===== src/rtl/rst_seq_ctrl.sv =====
// Staged reset sequencer: holds all downstream resets, then releases them one stage at a time,
// and re-enters reset on a software request or watchdog expiry while recording the cause.
module rst_seq_ctrl #(
  parameter int unsigned HOLD_CYC  = 16,
  parameter int unsigned STAGE_GAP = 4,
  parameter int unsigned NSTAGE    = 3
) (
  input  logic              sys_clk,
  input  logic              rst_n,
  input  logic              soft_rst_req,
  input  logic              wdt_expire,
  output logic [NSTAGE-1:0] stage_rst_n,
  output logic              rst_busy,
  output logic [1:0]        rst_cause
);

  localparam int unsigned CntMax = (HOLD_CYC > STAGE_GAP) ? HOLD_CYC : STAGE_GAP;
  localparam int unsigned CntW   = (CntMax > 1) ? $clog2(CntMax) : 1;
  // idx counts one past the last stage once the sequence completes.
  localparam int unsigned IdxW   = (NSTAGE > 0) ? $clog2(NSTAGE + 1) : 1;

  localparam logic [CntW-1:0] HoldLast = CntW'(HOLD_CYC - 1);
  localparam logic [CntW-1:0] GapLast  = CntW'(STAGE_GAP - 1);
  localparam logic [IdxW-1:0] IdxLast  = IdxW'(NSTAGE - 1);

  localparam logic [1:0] CausePor  = 2'b01;
  localparam logic [1:0] CauseSoft = 2'b10;
  localparam logic [1:0] CauseWdt  = 2'b11;

  typedef enum logic [1:0] {
    StAssert,
    StRelease,
    StRun
  } state_e;

  state_e            state_q, state_d;
  logic [CntW-1:0]   cnt_q, cnt_d;
  logic [IdxW-1:0]   idx_q, idx_d;
  logic [NSTAGE-1:0] stage_q, stage_d;
  logic              busy_q, busy_d;
  logic [1:0]        cause_q, cause_d;

  always_ff @(posedge sys_clk or negedge rst_n) begin
    if (!rst_n) begin
      state_q <= StAssert;
      cnt_q   <= '0;
      idx_q   <= '0;
      stage_q <= '0;
      busy_q  <= 1'b1;
      cause_q <= CausePor;
    end else begin
      state_q <= state_d;
      cnt_q   <= cnt_d;
      idx_q   <= idx_d;
      stage_q <= stage_d;
      busy_q  <= busy_d;
      cause_q <= cause_d;
    end
  end

  always_comb begin
    state_d = state_q;
    cnt_d   = cnt_q;
    idx_d   = idx_q;
    stage_d = stage_q;
    busy_d  = busy_q;
    cause_d = cause_q;

    if (soft_rst_req || wdt_expire) begin
      // A request in any state, including ASSERT, restarts the full hold.
      state_d = StAssert;
      cnt_d   = '0;
      idx_d   = '0;
      stage_d = '0;
      busy_d  = 1'b1;
      cause_d = wdt_expire ? CauseWdt : CauseSoft;
    end else begin
      case (state_q)
        StAssert: begin
          if (cnt_q == HoldLast) begin
            stage_d[0] = 1'b1;
            cnt_d      = '0;
            idx_d      = IdxW'(1);
            if (NSTAGE == 1) begin
              state_d = StRun;
              busy_d  = 1'b0;
            end else begin
              state_d = StRelease;
            end
          end else begin
            cnt_d = cnt_q + CntW'(1);
          end
        end
        StRelease: begin
          if (cnt_q == GapLast) begin
            for (int unsigned i = 0; i < NSTAGE; i++) begin
              if (idx_q == IdxW'(i)) stage_d[i] = 1'b1;
            end
            idx_d = idx_q + IdxW'(1);
            cnt_d = '0;
            if (idx_q == IdxLast) begin
              state_d = StRun;
              busy_d  = 1'b0;
            end
          end else begin
            cnt_d = cnt_q + CntW'(1);
          end
        end
        StRun: begin
        end
        default: state_d = StAssert;
      endcase
    end
  end

  assign stage_rst_n = stage_q;
  assign rst_busy    = busy_q;
  assign rst_cause   = cause_q;

endmodule

===== config.mk =====
export PLATFORM = sky130hd
export DESIGN_NAME = rst_seq_ctrl
export DESIGN_NICKNAME = d
export VERILOG_FILES = /design/src/rtl/rst_seq_ctrl.sv
export SDC_FILE = /design/constraint.sdc
export NUM_CORES = 1
export LEC_CHECK = 0
export CAP_MARGIN = 25
export CORE_ASPECT_RATIO = 0.6
export CORE_MARGIN = 4
export CORE_UTILIZATION = 31
export DETAILED_ROUTE_END_ITERATION = 10
export GPL_TIMING_DRIVEN = 0
export SETUP_SLACK_MARGIN = 0.02
export SLEW_MARGIN = 25
export SYNTH_ARGS = -nofsm -noshare
export SYNTH_HDL_FRONTEND = slang
export SYNTH_SLANG_ARGS = --single-unit
export TNS_END_PERCENT = 5

===== constraint.sdc =====
create_clock -name sys_clk -period 1.2 [get_ports sys_clk]
set_clock_uncertainty 0.05 [all_clocks]
set_input_delay 0.3 -clock sys_clk [delete_from_list [all_inputs] [get_ports sys_clk]]
set_output_delay 0.3 -clock sys_clk [all_outputs]
set_load 0.02 [all_outputs]

==> impl_metrics.csv <==
group,metric,value,unit
sta,unrepaired_setup_endpoints_after_global_routing,"true",
worst_setup_path,cp_data_required_time,1.31,ns
sta,fmax,782,MHz
die,placement_rows,13,
logic_synthesis,synth-seq-area-share,49.9,%
logic_synthesis,synthesis.area_per_instance,10.2,um^2
logic_synthesis,yosys-top-cells-area,"sky130_fd_sc_hd__dfrtp_1 (42%), sky130_fd_sc_hd__dfstp_2 (7.4%), sky130_fd_sc_hd__ha_1 (7.1%)",
detailed_routing,vias,562,
layout,final-seq-area,359,um^2
layout,n_antenna_cell,0,
clock_tree,post_cts_hold_buffer_count,0,
clock_tree,clock_sink_count,14,
placed_design,hpwl,1150,um
layout,fill_cells,210,
die,die_footprint,3130,um^2
clock_tree,clk_pin_slew,0.06,ns
sta,max_slew.worst_pin.slew,0.639,ns
worst_setup_path,critical_path_arrival,1.39,ns
logic_synthesis,gate_count_post_synth,69,
detailed_routing,remaining_drc_errors,0,
run_status,run_status,"complete, but fails checks",
detailed_routing,post_drt_wl_per_cell,14.0,um
clock_tree,htree_num_levels,1,
run_status,failed_checks,"negative setup slack",
logic_synthesis,mappedNetlistArea,707,um^2
hold_path,hp-class,"in -> reg",
sta,post-route-worst-setup-slack,-0.0783,ns
run,max_cap_violation_count,0,
detailed_routing,detail_route.wirelength,1640,um
grt,grt-ovfl-total,0,
layout,flow.area_growth_from_synthesis,37.2,%
die,core-area,2160,um^2
pwr,power_density,1050,nW/um^2
grt,globalRouteTotalUtil,12.6,%
logic_synthesis,count_of_yosys_warnings_during_synthesis,0,
placed_design,io_buffers,9,
sta,layout_min_cycle_time,1.28,ns
sta,timing_hold_violations_final,0,
sta,maxSlewHeadroom,57.3,%
grt,antenna_found_initial,0,
sta,worst_hold_slack,0.376,ns
sta,finalMaxSlewViolations,0,
detailed_routing,drt-pass1-iter-count,4,
worst_setup_path,cp-start-kind,"flop",
clock_tree,tritoncts,"done",
hold_path,worstHoldStart,"wdt_expire",
placed_design,place_inst,108,
placed_design,place.gp.congestion,0.846,
layout,area_taken_by_multi_input_logic_gates,380,um^2
worst_setup_path,worstSetupPathType,"reg -> reg",
logic_synthesis,ys_seq_elements,14,
layout,layout-drive-gt1-share,42.5,%
layout,leading_cell_type_in_the_layout_fill_and_taps_excluded,"sky130_fd_sc_hd__dfrtp_1",
layout,nNetsFinal,96,
clock_tree,clk_latency,0.25,ns
die,die_width,69.7,um
worst_setup_path,critical_path.max_fanout,6,
clock_tree,cts_root_buf,"sky130_fd_sc_hd__clkbuf_8",
logic_synthesis,synth.top_cell.area_share,42.5,%
grt,first_global_vias,579,
worst_setup_path,rr_startpoint,"cnt_q[2]$_DFFE_PN0P_",
grt,grt_first_pass_wirelength,2860,um
pwr,peak_ir_drop_on_the_vdd_network,0.508,mV
layout,layoutNonFillerInstCount,117,
detailed_routing,route.detailed.vias_per_inst,4.80,
logic_synthesis,most_used_dff_post_synth,"sky130_fd_sc_hd__dfrtp_1",
logic_synthesis,synth.lib_cells_used.distinct,26,
hold_path,worstHoldPathCells,2,
logic_synthesis,postSynth.asyncResetShare,100,%
worst_setup_path,endpoint_kind,"flop",
die,floorplan.initialDensity,32.7,%
logic_synthesis,synth.net_count,77,
logic_synthesis,yosys.area.top_type,"sky130_fd_sc_hd__dfrtp_1",
die,die-height,45.0,um
worst_setup_path,r2r-end,"stage_rst_n[0]$_DFFE_PN0P_",
layout,final_cell_mix,"sky130_fd_sc_hd__dfrtp_1 (7), sky130_fd_sc_hd__a21oi_1 (6), sky130_fd_sc_hd__dfrtp_2 (5), sky130_fd_sc_hd__buf_4 (5)",
hold_path,whs_endpoint,"rst_cause[0]$_DFFE_PN1P_",
detailed_routing,ant_nets,0,
die,ios,10,
pwr,total_leakage_power,0.000378,uW
sta,setup_viol,10,
worst_setup_path,timing.reg2reg.worst_path_depth,3,
clock_tree,cts_buffers,3,
sta,final_min_period_over_clock_period,107,%
logic_synthesis,edff_count_synth,0,
clock_tree,cts_max_path_buffers,2,
detailed_routing,number_of_drc_markers_in_iteration_0,23,
grt,pin_count_of_the_biggest_net_entering_global_routing,15,
worst_setup_path,worst-r2r-setup-slack,-0.08,ns
report_power, final:
group	internal (uW)	switching, uW
clock	291	175
sequential	480	5.36
combinational	28.8	34.4
total	800	215
repair_timing:
item,4_1_cts,5_1_grt
cloned,0,0
setup buffers,4,1
gates resized for setup,41,1
setup endpoints to repair,18,13
pin swaps,8,3
worst max-delay path: stages, from the launching register on:
cell	delay, ns
sky130_fd_sc_hd__dfrtp_2	0.46
sky130_fd_sc_hd__nor3b_4	0.34
sky130_fd_sc_hd__a21oi_1	0.14
sky130_fd_sc_hd__o31ai_2	0.20
worst max path at each step:
stage / from / end / slack, ns / cells after the start
final: cnt_q[2]$_DFFE_PN0P_ / stage_rst_n[0]$_DFFE_PN0P_ / -0.08 / 3
after global routing: cnt_q[2]$_DFFE_PN0P_ / stage_rst_n[0]$_DFFE_PN0P_ / -0.12 / 3
after CTS: rst_cause[0]$_DFFE_PN1P_ / rst_cause[0] / -0.06 / 1
after detailed placement: wdt_expire / stage_rst_n[0]$_DFFE_PN0P_ / -0.44 / 4
after global placement: wdt_expire / stage_rst_n[0]$_DFFE_PN0P_ / -0.45 / 4
after floorplan: cnt_q[3]$_DFFE_PN0P_ / cnt_q[0]$_DFFE_PN0P_ / 0.0005 / 3
state kept, by name, summed over array words and instances (netlist names):
register / flops
stage_rst_n: 3
state_q: 2
cnt_q: 4
rst_cause: 2
idx_q: 2
rst_busy: 1
logic make-up (layout without fill, tap and decap cells):
family	after synthesis	after routing	synth area share (%)
AO/OA/AOI/OAI	19	19	15.9
flip-flops	14	14	49.9
buffers and inverters	6	24	3.36
AND/OR/NAND/NOR	25	25	22.3
multiplexers	1	1	1.42
adder cells (fa/ha/maj)	4	4	7.08
synth_stat cells (2+ instances only):
cell	count
sky130_fd_sc_hd__nand2b_1	2
sky130_fd_sc_hd__a21oi_1	8
sky130_fd_sc_hd__nand3_1	4
sky130_fd_sc_hd__a21o_1	2
sky130_fd_sc_hd__nand3b_1	2
sky130_fd_sc_hd__nor2_1	3
sky130_fd_sc_hd__dfrtp_1	12
sky130_fd_sc_hd__o21ai_0	3
sky130_fd_sc_hd__dfstp_2	2
sky130_fd_sc_hd__ha_1	4
sky130_fd_sc_hd__a31oi_1	3
sky130_fd_sc_hd__nand2_1	4
sky130_fd_sc_hd__or3_1	3
sky130_fd_sc_hd__inv_1	5
cell type report:
cell class / count / area share [%]
tap: 30 / 3.87
inverter: 5 / 1.94
timing repair buffer: 14 / 11.1
clock buffer: 4 / 5.68
buffer: 1 / 1.16
multi-input combinational: 49 / 39.2
sequential: 14 / 37.0
per-layer routing:
metal  global-route usage, %  part of all wire, %
met5                       0                    0
met4                    5.73                  1.8
met3                    6.22                  5.9
met2                    16.9                   40
met1                    16.9                   52
through the flow:
stage	TNS [ns]	util, %	area, um^2	worst slack [ns]	total power (uW)
after floorplan	0	-	738	0.000476	516
after global placement	-5.28	40.0	866	-0.445	547
after detailed placement	-5.41	40.0	866	-0.439	548
after CTS	-0.385	44.4	961	-0.0584	1030
after global routing	-1.09	44.8	970	-0.118	1060
final	-0.461	44.8	970	-0.0783	1010
(Power assumes the default switching activity.)
